==> src/rtl/expr_gen.sv <==
// Token buffer that collects a digit/operator expression and streams it out
// as ASCII characters under a valid/ready handshake.
module expr_gen #(
  parameter int DEPTH = 16
) (
  input  logic                     clk,
  input  logic                     clr,
  input  logic                     tok_we,
  input  logic                     tok_op,
  input  logic [3:0]               tok_val,
  input  logic                     send,
  input  logic                     ready,
  output logic [7:0]               out_char,
  output logic                     out_valid,
  output logic                     busy,
  output logic                     full,
  output logic                     err,
  output logic                     done,
  output logic [$clog2(DEPTH):0]   count
);

  localparam int CW = $clog2(DEPTH) + 1;
  localparam int AW = (DEPTH > 1) ? $clog2(DEPTH) : 1;

  typedef enum logic [1:0] {
    LOAD,
    SEND,
    DONE
  } state_t;

  state_t          state_q, state_d;
  logic [7:0]      buf_q [DEPTH];
  logic [7:0]      buf_d [DEPTH];
  logic [CW-1:0]   count_q, count_d;
  logic [AW-1:0]   rd_ptr_q, rd_ptr_d;
  logic            last_op_q, last_op_d;
  logic            err_q, err_d;

  logic [7:0]      tok_char;
  logic            is_full;
  logic            is_empty;
  logic            wr_ok;
  logic            send_ok;
  logic            last_char;

  // Tokens are stored already translated to ASCII so emission is a plain read.
  always_comb begin
    tok_char  = tok_op ? (tok_val[0] ? 8'h2A : 8'h2B) : (8'h30 + {4'h0, tok_val});
    is_full   = (count_q == CW'(DEPTH));
    is_empty  = (count_q == '0);
    wr_ok     = !is_full && (tok_op ? (!is_empty && !last_op_q)
                                    : ((tok_val <= 4'd9) && (is_empty || last_op_q)));
    send_ok   = !is_empty && !last_op_q;
    last_char = (CW'(rd_ptr_q) == (count_q - CW'(1)));
  end

  always_ff @(posedge clk) begin
    if (clr) begin
      state_q   <= LOAD;
      count_q   <= '0;
      rd_ptr_q  <= '0;
      last_op_q <= 1'b0;
      err_q     <= 1'b0;
    end else begin
      state_q   <= state_d;
      count_q   <= count_d;
      rd_ptr_q  <= rd_ptr_d;
      last_op_q <= last_op_d;
      err_q     <= err_d;
    end
  end

  // Storage needs no reset: count and pointers define which entries are live.
  always_ff @(posedge clk) begin
    buf_q <= buf_d;
  end

  always_comb begin
    state_d = state_q;
    unique case (state_q)
      LOAD: if (send && !tok_we && send_ok) state_d = SEND;
      SEND: if (ready && last_char)         state_d = DONE;
      DONE:                                 state_d = LOAD;
      default:                              state_d = LOAD;
    endcase
  end

  always_comb begin
    buf_d     = buf_q;
    count_d   = count_q;
    rd_ptr_d  = rd_ptr_q;
    last_op_d = last_op_q;
    err_d     = err_q;
    unique case (state_q)
      LOAD: begin
        // A write in the same cycle as send takes precedence; send is dropped.
        if (tok_we) begin
          if (wr_ok) begin
            buf_d[count_q[AW-1:0]] = tok_char;
            count_d                = count_q + CW'(1);
            last_op_d              = tok_op;
          end else begin
            err_d = 1'b1;
          end
        end else if (send) begin
          if (send_ok) begin
            err_d    = 1'b0;
            rd_ptr_d = '0;
          end else begin
            err_d = 1'b1;
          end
        end
      end
      SEND: begin
        if (tok_we) err_d = 1'b1;
        if (ready) begin
          if (last_char) begin
            count_d   = '0;
            rd_ptr_d  = '0;
            last_op_d = 1'b0;
          end else begin
            rd_ptr_d = rd_ptr_q + AW'(1);
          end
        end
      end
      DONE: begin
        if (tok_we) err_d = 1'b1;
      end
      default: begin
        err_d = err_q;
      end
    endcase
  end

  always_comb begin
    out_valid = (state_q == SEND);
    out_char  = out_valid ? buf_q[rd_ptr_q] : 8'h00;
    busy      = (state_q != LOAD);
    done      = (state_q == DONE);
    full      = is_full;
    err       = err_q;
    count     = count_q;
  end

endmodule

==> config.mk <==
export PLATFORM = sky130hd
export DESIGN_NAME = expr_gen
export DESIGN_NICKNAME = d
export VERILOG_FILES = /design/src/rtl/expr_gen.sv
export SDC_FILE = /design/constraint.sdc
export NUM_CORES = 1
export LEC_CHECK = 0
export CELL_PAD_IN_SITES_DETAIL_PLACEMENT = 1
export CELL_PAD_IN_SITES_GLOBAL_PLACEMENT = 1
export CORE_MARGIN = 4
export CORE_UTILIZATION = 45
export CTS_CLUSTER_SIZE = 8
export DETAILED_ROUTE_END_ITERATION = 10
export PLACE_DENSITY_LB_ADDON = 0.1
export SLEW_MARGIN = 10
export SYNTH_ARGS = -nofsm -noshare
export SYNTH_HDL_FRONTEND = slang
export SYNTH_SLANG_ARGS = --single-unit
export TNS_END_PERCENT = 30
==> constraint.sdc <==
create_clock -name clk -period 4.1 [get_ports clk]
set_input_delay 1.23 -clock clk [delete_from_list [all_inputs] [get_ports clk]]
set_output_delay 1.23 -clock clk [all_outputs]
set_load 0.05 [all_outputs]
Word level (Yosys, flattened, before mapping)
Cells that the tools add are included.
{"block": "totals", "word_cells": 105, "output_inout_bits": 18, "latch_bits": 0, "mem_bits_rw": 0, "regBits": 141, "mem_count": 0, "rom_bits": 0}
{"block": "classes", "bitwise": 2, "n_div": 0, "n_lt_le_gt_ge": 4, "n_addsub": 4, "n_shift": 0, "multipliers": 0, "n_reduce_logical": 23, "mux": 35, "eq_ne": 16}
{"operator": "$bwmux W128", "count": 1}
{"operator": "$bmux W8 S4", "count": 1}
{"operator": "$demux W8 S4", "count": 1}
{"operator": "$mux W8", "count": 4}
{"operator": "$mux W4", "count": 5}
{"operator": "$mux W5", "count": 4}
{"operator": "$ne A2 B2 Y1 const B", "count": 7}
{"operator": "$mux W1", "count": 11}
{"operator": "$ge A5 B5 Y1 const B", "count": 2}
{"operator": "$not A4 Y5", "count": 2}
{"operator": "$pmux W5 S2", "count": 1}
{"operator": "$reduce_and A5 Y1", "count": 2}
{"operator": "$pmux W4 S2", "count": 1}
{"operator": "$add A6 B4 Y7 const A", "count": 1}
{"operator": "$logic_and A1 B1 Y1", "count": 7}
{"operator": "$mux W7", "count": 1}
{"operator": "$ne A2 B1 Y1 const B", "count": 3}
{"operator": "$ne A3 B3 Y1 const B", "count": 2}
{"operator": "$reduce_bool A2 Y1", "count": 3}
{"operator": "$add A5 B1 Y5 const B", "count": 1}
{"operator": "$eq A4 B5 Y1", "count": 1}
{"operator": "$eq A5 B5 Y1 const B", "count": 1}
{"operator": "$logic_not A5 Y1", "count": 1}
{"operator": "$lt A5 B1 Y1 const B", "count": 1}
{"operator": "other kinds (15)", "count": 20}

Depth between registers and ports, before layout
{"block": "logic_depth", "word_depth": 8, "depth_mapped": 8, "ltp_nobuf": 7}

Worst setup path before layout
No wires, ideal clock.
{"block": "synth_path", "path_kind": "reg2out", "start": "register rd_ptr_q[0]", "end": "output out_char[0]", "arrival_ns": 2.344, "required_ns": 2.870, "setup_slack_ns": 0.526, "path_stages_with_launch": 6, "cell_sequence": "dfxtp_1 buf_4 buf_1 mux4_2 mux4_2 and2_1"}
{"block": "synth_between", "elab_chain_len": 5}
{"element": "start, declared", "line": "35", "text": "logic [AW-1:0] rd_ptr_q, rd_ptr_d;"}
{"element": "start signal, assigned", "line": "67", "text": "rd_ptr_q <= rd_ptr_d;"}
{"element": "$not A4 Y5 (not written as such)", "line": "137", "text": "out_char = out_valid ? buf_q[rd_ptr_q] : 8'h00;"}
{"element": "$bmux W8 S4", "line": "137"}
{"element": "$mux W8 (not written as such) (2 in a row)", "line": "137"}
{"element": "$mux W8", "line": "137"}
{"element": "end, declared", "line": "13", "text": "output logic [7:0] out_char,"}
No other way between the ends. The select of a mux whose other input is x is not followed.

Worst setup path in the final report
{"block": "layout_path", "start": "register count_q[1] (netlist: count[1])", "end": "output full"}
{"block": "layout_between", "elab_chain_len": 1}
{"element": "start, declared", "line": "34", "text": "logic [CW-1:0] count_q, count_d;"}
{"element": "start signal, assigned", "line": "66", "text": "count_q <= count_d;"}
{"element": "$eq A5 B5 Y1", "line": "49", "text": "is_full = (count_q == CW'(DEPTH));"}
{"element": "end, declared", "line": "16", "text": "output logic full,"}
No other way between the ends.

==> summary.txt <==
Post-CTS Setup Inserts -> 0
Synth Flop Type -> edfxtp_1
layout cell share with drive strength beyond 1 -> 0.212
WHS Path Cells -> 2
clk root buf -> clkbuf_8
most frequent cell after synthesis -> edfxtp_1
# diodes -> 0
YS warnings -> 0
Synth cell types -> 52
Reg-to-Reg End -> buf_q[112]$_DFFE_PP_
post_cts resized -> 0
Slew headroom -> 0.557
area share of the largest cell type after synthesis -> 0.567
Final HPWL DP -> 6950 microns
final net count -> 311
number of global-route vias before repair -> 2608
flip-flop and latch area -> 2660 sq um
grt ovf -> 0
Final Util -> 0.519
initial drt markers -> 143
Netlist Area Pre-Place -> 4240 sq um
Mean Syn Cell Area -> 16.0 sq um
maximum vdd drop -> 0.000211 V
final hold vios -> 0
CTS clk-pin slew, worst paths -> 100 ps
I/O Buffers -> 25
CP cell instances -> inv_1 > ha_1 > and4bb_2 > clkdlybuf4s50_1
WL/cell -> 24.6 microns
register area share after synthesis -> 0.629
Die ar. -> 11000 sq um
final std cells w/o fill -> 408
Max Cap Viol -> 0
Vias per Instance -> 5.88
CP arrival -> 2460 ps
Tmin final -> 3690 ps
Core Rows -> 35
initial antenna violation count -> 0
clock skew -> 12.1 ps
filler instances -> 884
Num CTS Buffers -> 9
crit-path max cell delay -> 830 ps
Worst Setup End Kind -> output pin
RSZ-0062 raised after global routing -> no
total negative slack -> 0 ps
EDFF count, synth -> 80
Total Wirelength -> 10000 microns
placed insts -> 392
post-route clock period utilization -> 0.901
Hold Slack -> 490 ps
multi-input logic area -> 1440 sq um
GP Congestion -> 0.757
Hold EP -> state_q[0]$_SDFFE_PP0P_
router iterations before antenna repair -> 4
critical path's slowest cell -> clkdlybuf4s50_1
Power, Total -> 0.00225 W
Initial Utilization -> 0.461
clock insertion delay at the later pin of the skew report -> 360 ps
via count -> 2400
post-synthesis register bit count -> 93
CP required -> 2870 ps
outcome -> completed
Leak -> 1.61 nW
Reg2Reg Depth -> 6
gr usage total -> 0.194
CTS tree -> done
Slew Viols, Final -> 0
drt drc -> 0
CTS Hold Bufs -> 0
Synth top cells by count -> edfxtp_1, mux4_2, and3_1, dfxtp_1
first-pass GRT wire length -> 15900 microns
crit-path max FO -> 8
Worst Setup Path Type -> reg2out
H-tree levels -> 3
largest net degree at the start of global routing -> 27
Worst Hold Class -> reg2reg
Synth Instances -> 265
RR Startpoint -> count[1]$_SDFFE_PP0P_
Die W -> 105 microns
Peak Freq -> 271 MHz
Crit path max-delay family -> buffers and inverters
CTS max path bufs -> 2
synth top area cells -> edfxtp_1, mux4_2, dfxtp_1
worst slew pin tran -> 663 ps
die height -> 105 microns
worst hold start -> state_q[0]$_SDFFE_PP0P_
worst path bufs/invs -> 2
Core Box Area -> 9200 sq um
asr flop ratio synth -> 0
final setup fails -> 0
I/O pin cnt -> 28
R2R setup slack -> 1050 ps
Final ANT Viol Nets -> 0
Synth area leader -> edfxtp_1
clock sink count -> 93
CP startpoint kind -> register
PD cells -> 472 nW/um^2
Area Growth Syn to Fin -> 12.8%
registers in the layout, indices dropped and copies added (netlist names):
register	cells
buf_q	80
count	5
rd_ptr_q	4
state_q	2
err	1
last_op_q	1
placed cells by master (no fill, tap or decap), types with 2 or more instances in the layout:
master,n
a21oi_1,2
a311o_1,3
a31oi_1,2
and2_1,6
and3_1,14
buf_4,14
clkbuf_8,9
clkdlybuf4s50_1,20
conb_1,2
dfxtp_1,13
edfxtp_1,80
ha_1,9
inv_1,9
inv_6,4
mux2i_1,3
mux4_2,25
nand2_1,11
nand3_1,2
nand3b_1,2
nand4_1,2
nor2_1,6
nor2b_1,6
nor3_1,8
nor3b_1,2
nor4_1,2
nor4b_1,2
o211a_1,2
o21a_1,2
o21ai_0,3
or2_2,3
or3_1,2
xnor2_1,4
how the worst max path moves through the flow:
stage,end,slack (ps),cells past startpoint,start
5_1_grt,full,260,4,count[1]$_SDFFE_PP0P_
4_1_cts,full,370,4,count[1]$_SDFFE_PP0P_
3_5_place_dp,buf_q[116]$_DFFE_PP_,600,5,tok_op
3_3_place_gp,buf_q[115]$_DFFE_PP_,640,5,tok_val[1]
6_report,full,410,4,count[1]$_SDFFE_PP0P_
2_1_floorplan,out_char[0],530,5,rd_ptr_q[0]$_SDFFE_PP0P_
area by class of cell:
class / count / area share
flip-flops and latches: 93 / 0.558
multi-input cells: 144 / 0.301
repair buffers: 35 / 0.0681
well taps: 111 / 0.0291
clock buffers: 10 / 0.0267
clock inverters: 6 / 0.0107
inverters: 9 / 0.00707
per-stage QoR:
step | area, sq um | setup WS [ps]
floorplan | 4240 | 526
global placement | 4600 | 643
detailed placement | 4600 | 600
CTS | 4780 | 367
global route | 4780 | 262
finish | 4780 | 406
where the power goes:
part           internal [W]  total [W]  switching (W)  leakage (nW)
Combinational      0.000217   0.000598       0.000380         0.693
Sequential          0.00106    0.00107      0.0000185         0.823
Clock              0.000233   0.000583       0.000349        0.0940
Total               0.00151    0.00225       0.000748          1.61
kinds of logic (layout without fill, tap and decap cells):
kind of cell / after synthesis / in the layout / share of synthesized area
fa+ha+maj: 9 / 9 / 0.0266
flops: 93 / 93 / 0.629
other cells: 1 / 2 / 0.000885
compound gates: 26 / 26 / 0.0541
xor+xnor: 6 / 6 / 0.0157
mux: 28 / 28 / 0.140
simple gates: 73 / 73 / 0.101
buf+inv: 29 / 60 / 0.0331
worst min-delay path, delay by kind of cell, from the launching register on:
family | cells | cell delay [ps]
flops | 1 | 340
simple gates | 1 | 60
mux | 1 | 60
layer usage:
| metal | up-vias | wire [microns] | global-route usage |
|---|---|---|---|
| met3 | 11 | 349 | 0.0439 |
| met4 | 0 | 144 | 0.0525 |
| met5 | - | 0 | 0 |
| met2 | 51 | 4820 | 0.303 |
| met1 | 1239 | 4730 | 0.276 |
| li1 | 1099 | - | - |
Note: power is estimated with default switching activity, not from simulation.
